===== src/rtl/instruction_fetch_unit.sv =====
// Instruction fetch unit: fetches 32-bit words from instruction memory into a small circular
// queue and presents the head entry to decode under a valid/ready handshake.
module instruction_fetch_unit #(
   parameter logic [31:0] RESET_PC = 32'h0000_0000,
   parameter int unsigned DEPTH    = 2
) (
   input  logic        clk,
   input  logic        rst_n,
   output logic        imemReq,
   output logic [31:0] imemAddr,
   input  logic        imemAck,
   input  logic [31:0] imemData,
   input  logic        redirectValid,
   input  logic [31:0] redirectPc,
   output logic        instrValid,
   input  logic        instrReady,
   output logic [31:0] instr,
   output logic [31:0] instrPc,
   output logic [6:0]  opcode,
   output logic [2:0]  funct3,
   output logic [6:0]  funct7
);

   // state    | meaning
   // ST_FETCH | normal fetching; request while the queue has room
   // ST_FLUSH | redirect arrived with a request in flight; wait for its ack, drop the data

   localparam int PTR_W = (DEPTH > 1) ? $clog2(DEPTH) : 1;
   localparam int CNT_W = $clog2(DEPTH + 1);
   localparam logic [CNT_W-1:0] DEPTH_C = CNT_W'(DEPTH);
   localparam logic [PTR_W-1:0] LAST_C  = PTR_W'(DEPTH - 1);
   localparam logic [31:0]      NOP     = 32'h0000_0013;

   typedef enum logic {
      ST_FETCH = 1'b0,
      ST_FLUSH = 1'b1
   } state_t;

   state_t            state_q, state_d;
   logic              req_q, req_d;
   logic [31:0]       fetch_pc_q, fetch_pc_d;
   logic [31:0]       target_q, target_d;
   logic [CNT_W-1:0]  count_q, count_d;
   logic [PTR_W-1:0]  rd_ptr_q, rd_ptr_d;
   logic [PTR_W-1:0]  wr_ptr_q, wr_ptr_d;
   logic [31:0]       buf_instr_q [DEPTH];
   logic [31:0]       buf_instr_d [DEPTH];
   logic [31:0]       buf_pc_q    [DEPTH];
   logic [31:0]       buf_pc_d    [DEPTH];

   logic              transfer;
   logic              push;
   logic              pop;
   logic              not_empty;
   logic [31:0]       redirect_pc;

   function automatic logic [PTR_W-1:0] ptr_inc(input logic [PTR_W-1:0] p);
      return (p == LAST_C) ? '0 : p + 1'b1;
   endfunction

   assign not_empty   = (count_q != '0);
   assign redirect_pc = redirectPc & 32'hFFFF_FFFC;
   assign transfer    = req_q && imemAck;
   assign pop         = instrValid && instrReady;
   // A redirect discards whatever would have been pushed on the same edge.
   assign push        = (state_q == ST_FETCH) && transfer && !redirectValid;

   assign imemReq    = req_q;
   assign imemAddr   = fetch_pc_q;
   assign instrValid = not_empty && !redirectValid;
   assign instr      = not_empty ? buf_instr_q[rd_ptr_q] : NOP;
   assign instrPc    = not_empty ? buf_pc_q[rd_ptr_q] : 32'h0000_0000;
   assign opcode     = instr[6:0];
   assign funct3     = instr[14:12];
   assign funct7     = instr[31:25];

   always_comb begin
      state_d     = state_q;
      fetch_pc_d  = fetch_pc_q;
      target_d    = target_q;
      count_d     = count_q;
      rd_ptr_d    = rd_ptr_q;
      wr_ptr_d    = wr_ptr_q;
      buf_instr_d = buf_instr_q;
      buf_pc_d    = buf_pc_q;

      if (redirectValid) begin
         count_d  = '0;
         rd_ptr_d = '0;
         wr_ptr_d = '0;
         if (state_q == ST_FETCH) begin
            if (!req_q || imemAck) begin
               fetch_pc_d = redirect_pc;
            end else begin
               state_d  = ST_FLUSH;
               target_d = redirect_pc;
            end
         end else if (imemAck) begin
            // The in-flight request completes here, so the newest target can be used directly.
            state_d    = ST_FETCH;
            fetch_pc_d = redirect_pc;
         end else begin
            target_d = redirect_pc;
         end
      end else begin
         if (state_q == ST_FLUSH) begin
            if (imemAck) begin
               state_d    = ST_FETCH;
               fetch_pc_d = target_q;
            end
         end else if (transfer) begin
            fetch_pc_d = fetch_pc_q + 32'd4;
         end
         if (push) begin
            buf_instr_d[wr_ptr_q] = imemData;
            buf_pc_d[wr_ptr_q]    = fetch_pc_q;
            wr_ptr_d              = ptr_inc(wr_ptr_q);
         end
         if (pop) begin
            rd_ptr_d = ptr_inc(rd_ptr_q);
         end
         count_d = count_q + CNT_W'(push) - CNT_W'(pop);
      end

      // Request is held until acked: count can only fall while a request is pending.
      req_d = (state_d == ST_FETCH) ? (count_d < DEPTH_C) : 1'b1;
   end

   always_ff @(posedge clk or negedge rst_n) begin
      if (!rst_n) begin
         state_q     <= ST_FETCH;
         req_q       <= 1'b0;
         fetch_pc_q  <= RESET_PC;
         target_q    <= RESET_PC;
         count_q     <= '0;
         rd_ptr_q    <= '0;
         wr_ptr_q    <= '0;
         buf_instr_q <= '{default: '0};
         buf_pc_q    <= '{default: '0};
      end else begin
         state_q     <= state_d;
         req_q       <= req_d;
         fetch_pc_q  <= fetch_pc_d;
         target_q    <= target_d;
         count_q     <= count_d;
         rd_ptr_q    <= rd_ptr_d;
         wr_ptr_q    <= wr_ptr_d;
         buf_instr_q <= buf_instr_d;
         buf_pc_q    <= buf_pc_d;
      end
   end

endmodule


===== config.mk =====
export PLATFORM = sky130hd
export DESIGN_NAME = instruction_fetch_unit
export DESIGN_NICKNAME = d
export VERILOG_FILES = /design/src/rtl/instruction_fetch_unit.sv
export SDC_FILE = /design/constraint.sdc
export NUM_CORES = 1
export LEC_CHECK = 0
export CORE_MARGIN = 2
export CORE_UTILIZATION = 40
export DETAILED_ROUTE_END_ITERATION = 6
export GPL_TIMING_DRIVEN = 0
export PLACE_DENSITY = 0.62
export SLEW_MARGIN = 15
export SYNTH_ARGS = -nofsm -noshare
export SYNTH_HDL_FRONTEND = slang
export SYNTH_SLANG_ARGS = --single-unit

===== constraint.sdc =====
create_clock -name clk -period 5.3 [get_ports clk]
set_clock_uncertainty 0.1 [all_clocks]
set_input_delay 1.59 -clock clk [delete_from_list [all_inputs] [get_ports clk]]
set_output_delay 1.59 -clock clk [all_outputs]
set_load 0.02 [all_outputs]

==> summary.txt <==
STA
  • Hold WS: 395.5 ps
  • RSZ-0062 raised after global routing: no
  • Slew margin rel.: 28.08%
  • Setup Viol. Count Final: 0
  • Fmax: 195.8 MHz
  • Max-slew violation count: 0
  • Min Tclk post-route: 5108 ps
  • Setup ws final: 192.3 ps
  • Worst-Margin Slew: 1069 ps
  • Final period util: 96.37%
  • Final hold vios: 0

Die
  • Die area: 0.02432 mm^2
  • Die Y: 156.0 um
  • # rows: 55
  • # IOs: 184
  • Die X: 156.0 um
  • Core area: 0.02264 mm^2
  • Initial Utilization: 40.80%

Pwr
  • Power density cells: 431.5 mW/mm^2
  • Peak supply drop: 190.2 uV
  • Leakage power: 4.958 nW
  • Total power: 5.170 mW

Placed design
  • Cells after DPL: 1258
  • RD Place Congestion: 0.7943
  • Post-DP HPWL: 16610 um
  • Dpl ws: 20.12 ps
  • # port buffers: 176

Setup path
  • Reg2reg path depth: 10
  • Crit Path Category: primary input to primary output
  • Worst reg2reg endpoint: imemReq
  • Worst Setup Start Kind: primary input
  • Slowest cell on crit path: clkdlybuf4s50_1
  • R2R setup slack: 2400 ps
  • CP Data Arrival Time: 3420 ps
  • Worst r2r src: state_q
  • CP cell instances: clkbuf_1 > clkbuf_1 > clkbuf_2 > nor2_1 > clkdlybuf4s50_1
  • Critical path endpoint category: primary output
  • Most used cell, CP: clkbuf_1
  • CP required: 3610 ps
  • Crit path max fanout: 10
  • Crit-path max cell delay: 580 ps

Global routing
  • Total grt overflow: 0
  • Overall Global Routing Usage: 19.66%
  • Pin count of the biggest net entering global routing: 103
  • Vias in the first global route: 6703
  • First-pass GRT wire length: 36960 um
  • Initial antenna violation count: 1

Cells and area
  • Fill cell count: 2033
  • Layout Nets: 1064
  • Area Overhead vs Synth: 29.73%
  • FF+latch area: 0.004755 mm^2
  • Cell Count, Final, Fillers Out: 1291
  • Layout cells sized above 1: 21.59%
  • Util after Layout: 52.93%
  • Multi-input gate area in the final layout: 0.004094 mm^2

Worst hold path
  • WHS Path Cells: 2
  • Hold_sp: target_q[18]
  • Worst Hold Path EP: target_q[18]
  • Worst hold path class: flop to flop

Run
  • Max-capacitance violation count: 0

Logic synthesis
  • Post-Syn Area: 0.009236 mm^2
  • Post-synthesis cell type count: 47
  • Synth Area per Inst: 11.65 um^2
  • Syn. warnings: 0
  • Post-synthesis sequential area ratio: 51.48%
  • #FFs+latches synth: 190
  • Post-Synthesis Cells: 793

CTS
  • Clock sink count: 190
  • Worst-Skew Late Latency: 430 ps
  • # hold bufs at CTS: 0
  • CTS tree: yes
  • Bufs on Longest Clock Path: 2
  • CTS buffer count: 17
  • Setup bufs post-CTS: 0
  • Clock-pin slew on the worst setup and hold paths: 70 ps
  • Root buffer cell: clkbuf_16
  • Post-CTS sizing: 0
  • Htree depth: 4

Drt
  • Final ANT Viol Nets: 0
  • DR vias: 6755
  • WL per Instance: 18.05 um
  • Vias per cell: 5.232
  • DRC viols: 0
  • Initial detailed-routing violation count: 342
  • Drt first pass iters: 5
  • Total wire length: 23310 um

Outcome
  • Outcome: complete, no violations
## worst max-delay path by stage
stage                       start            to  slack, ps  cells past startpoint
CTS                 redirectValid    instrValid         20                      5
global placement            rst_n  buf_pc_q[19]      -5650                      1
floorplan           redirectValid    instrValid       1020                      4
finish              redirectValid    instrValid        190                      5
global route        redirectValid    instrValid         70                      5
detailed placement  redirectValid    instrValid         20                      5
## synth_stat cells, drive strengths merged
| cell | count | share of area, % |
|---|---|---|
| nor3 | 3 | 0.16 |
| a22oi | 8 | 0.65 |
| o211ai | 2 | 0.16 |
| nand4 | 7 | 0.54 |
| a21o | 7 | 0.57 |
| a211oi | 1 | 0.081 |
| conb | 1 | 0.041 |
| mux2i | 69 | 7.5 |
| clkbuf | 33 | 1.3 |
| xnor2 | 9 | 0.85 |
| o221ai | 2 | 0.19 |
| or4b | 1 | 0.11 |
| or4 | 1 | 0.12 |
| nor2b | 6 | 0.41 |
| o22ai | 2 | 0.14 |
| or3 | 3 | 0.26 |
| a222oi | 1 | 0.11 |
| a22o | 4 | 0.38 |
| nand3 | 16 | 0.92 |
| nand2b | 2 | 0.14 |
| and3 | 13 | 0.89 |
| buf | 35 | 2.4 |
| o21ai | 38 | 2.1 |
| nor2 | 81 | 3.3 |
| o41ai | 1 | 0.095 |
| a31oi | 1 | 0.068 |
| nor4 | 8 | 0.54 |
| o31a | 1 | 0.095 |
| nand3b | 4 | 0.33 |
| a21oi | 17 | 0.92 |
| nand2 | 27 | 1.1 |
| dfrtp | 190 | 51 |
| inv | 15 | 0.61 |
| ha | 3 | 0.41 |
| mux2 | 149 | 18 |
| and2 | 3 | 0.20 |
| xor2 | 15 | 1.4 |
| nor3b | 1 | 0.081 |
| o31ai | 2 | 0.16 |
| a221oi | 11 | 1.0 |
## worst max-delay path, delay by kind of cell
| family | cells | cell delay (ps) |
|---|---|---|
| and+or+nand+nor | 1 | 100 |
| buffers and inverters | 4 | 1710 |
## kinds of logic after synthesis
family	count (synthesis)	share of synthesized area, %
xor+xnor	24	2.276
fa+ha+maj	3	0.4064
buf+inv	83	4.321
simple gates	176	9.117
compound gates	98	6.719
mux	218	25.64
other cells	1	0.04060
flops	190	51.48
## sequential cells by signal (all words and copies together) (netlist names)
| register | flops |
|---|---|
| buf_instr_q | 64 |
| buf_pc_q | 60 |
| count_q | 2 |
| imemAddr | 30 |
| imemReq | 1 |
| rd_ptr_q | 1 |
| state_q | 1 |
| target_q | 30 |
| wr_ptr_q | 1 |
## where the power goes
part	switching (mW)	internal (mW)
Clock	0.594	0.668
Sequential	0.312	1.94
Combinational	0.758	0.903
## cells in the final DEF (no fill, tap or decap), types with 6 or more instances in the layout
cell type	netlist	routed
nor2b_1	6	6
a21o_1	7	7
xnor2_1	9	9
clkdlybuf4s50_1	0	175
mux2i_1	69	69
nand2_1	27	27
a221oi_1	11	11
a22oi_1	8	8
mux2_2	149	149
nand3_1	15	15
nor4_1	8	8
nor2_1	80	80
dfrtp_1	190	190
a21oi_1	17	17
buf_1	7	7
clkbuf_16	0	17
nand4_1	6	6
clkbuf_1	33	33
buf_2	7	7
buf_4	21	21
o21ai_0	38	38
inv_1	15	15
and3_1	12	12
xor2_1	15	15
## layout make-up
cell class	count	share of cell area, %
Clock inverter	14	1.263
Sequential cell	190	39.68
Multi-Input combinational cell	523	34.17
Clock buffer	18	3.582
Inverter	15	0.4699
Antenna cell	1	0.02088
Timing Repair Buffer	177	14.97
Buffer	68	2.871
Tap cell	285	2.976
## per-stage QoR
stage	setup TNS [ps]	cell area (um^2)
4_1_cts	0	11980
2_1_floorplan	0	9248
3_5_place_dp	0	11400
6_report	0	11980
3_3_place_gp	-1069790	11370
5_1_grt	0	11980
## metal layers
layer | wire length (um) | vias up | GRT usage (%) | part of all wire [%]
li1 | - | 3197 | - | -
met1 | 10820 | 3336 | 27.22 | 46
met2 | 10970 | 205 | 31.56 | 47
met3 | 1372 | 17 | 4.056 | 5.9
met4 | 146 | 0 | 5.330 | 0.63
met5 | 0 | - | 0 | 0
(Power assumes the default switching activity.)
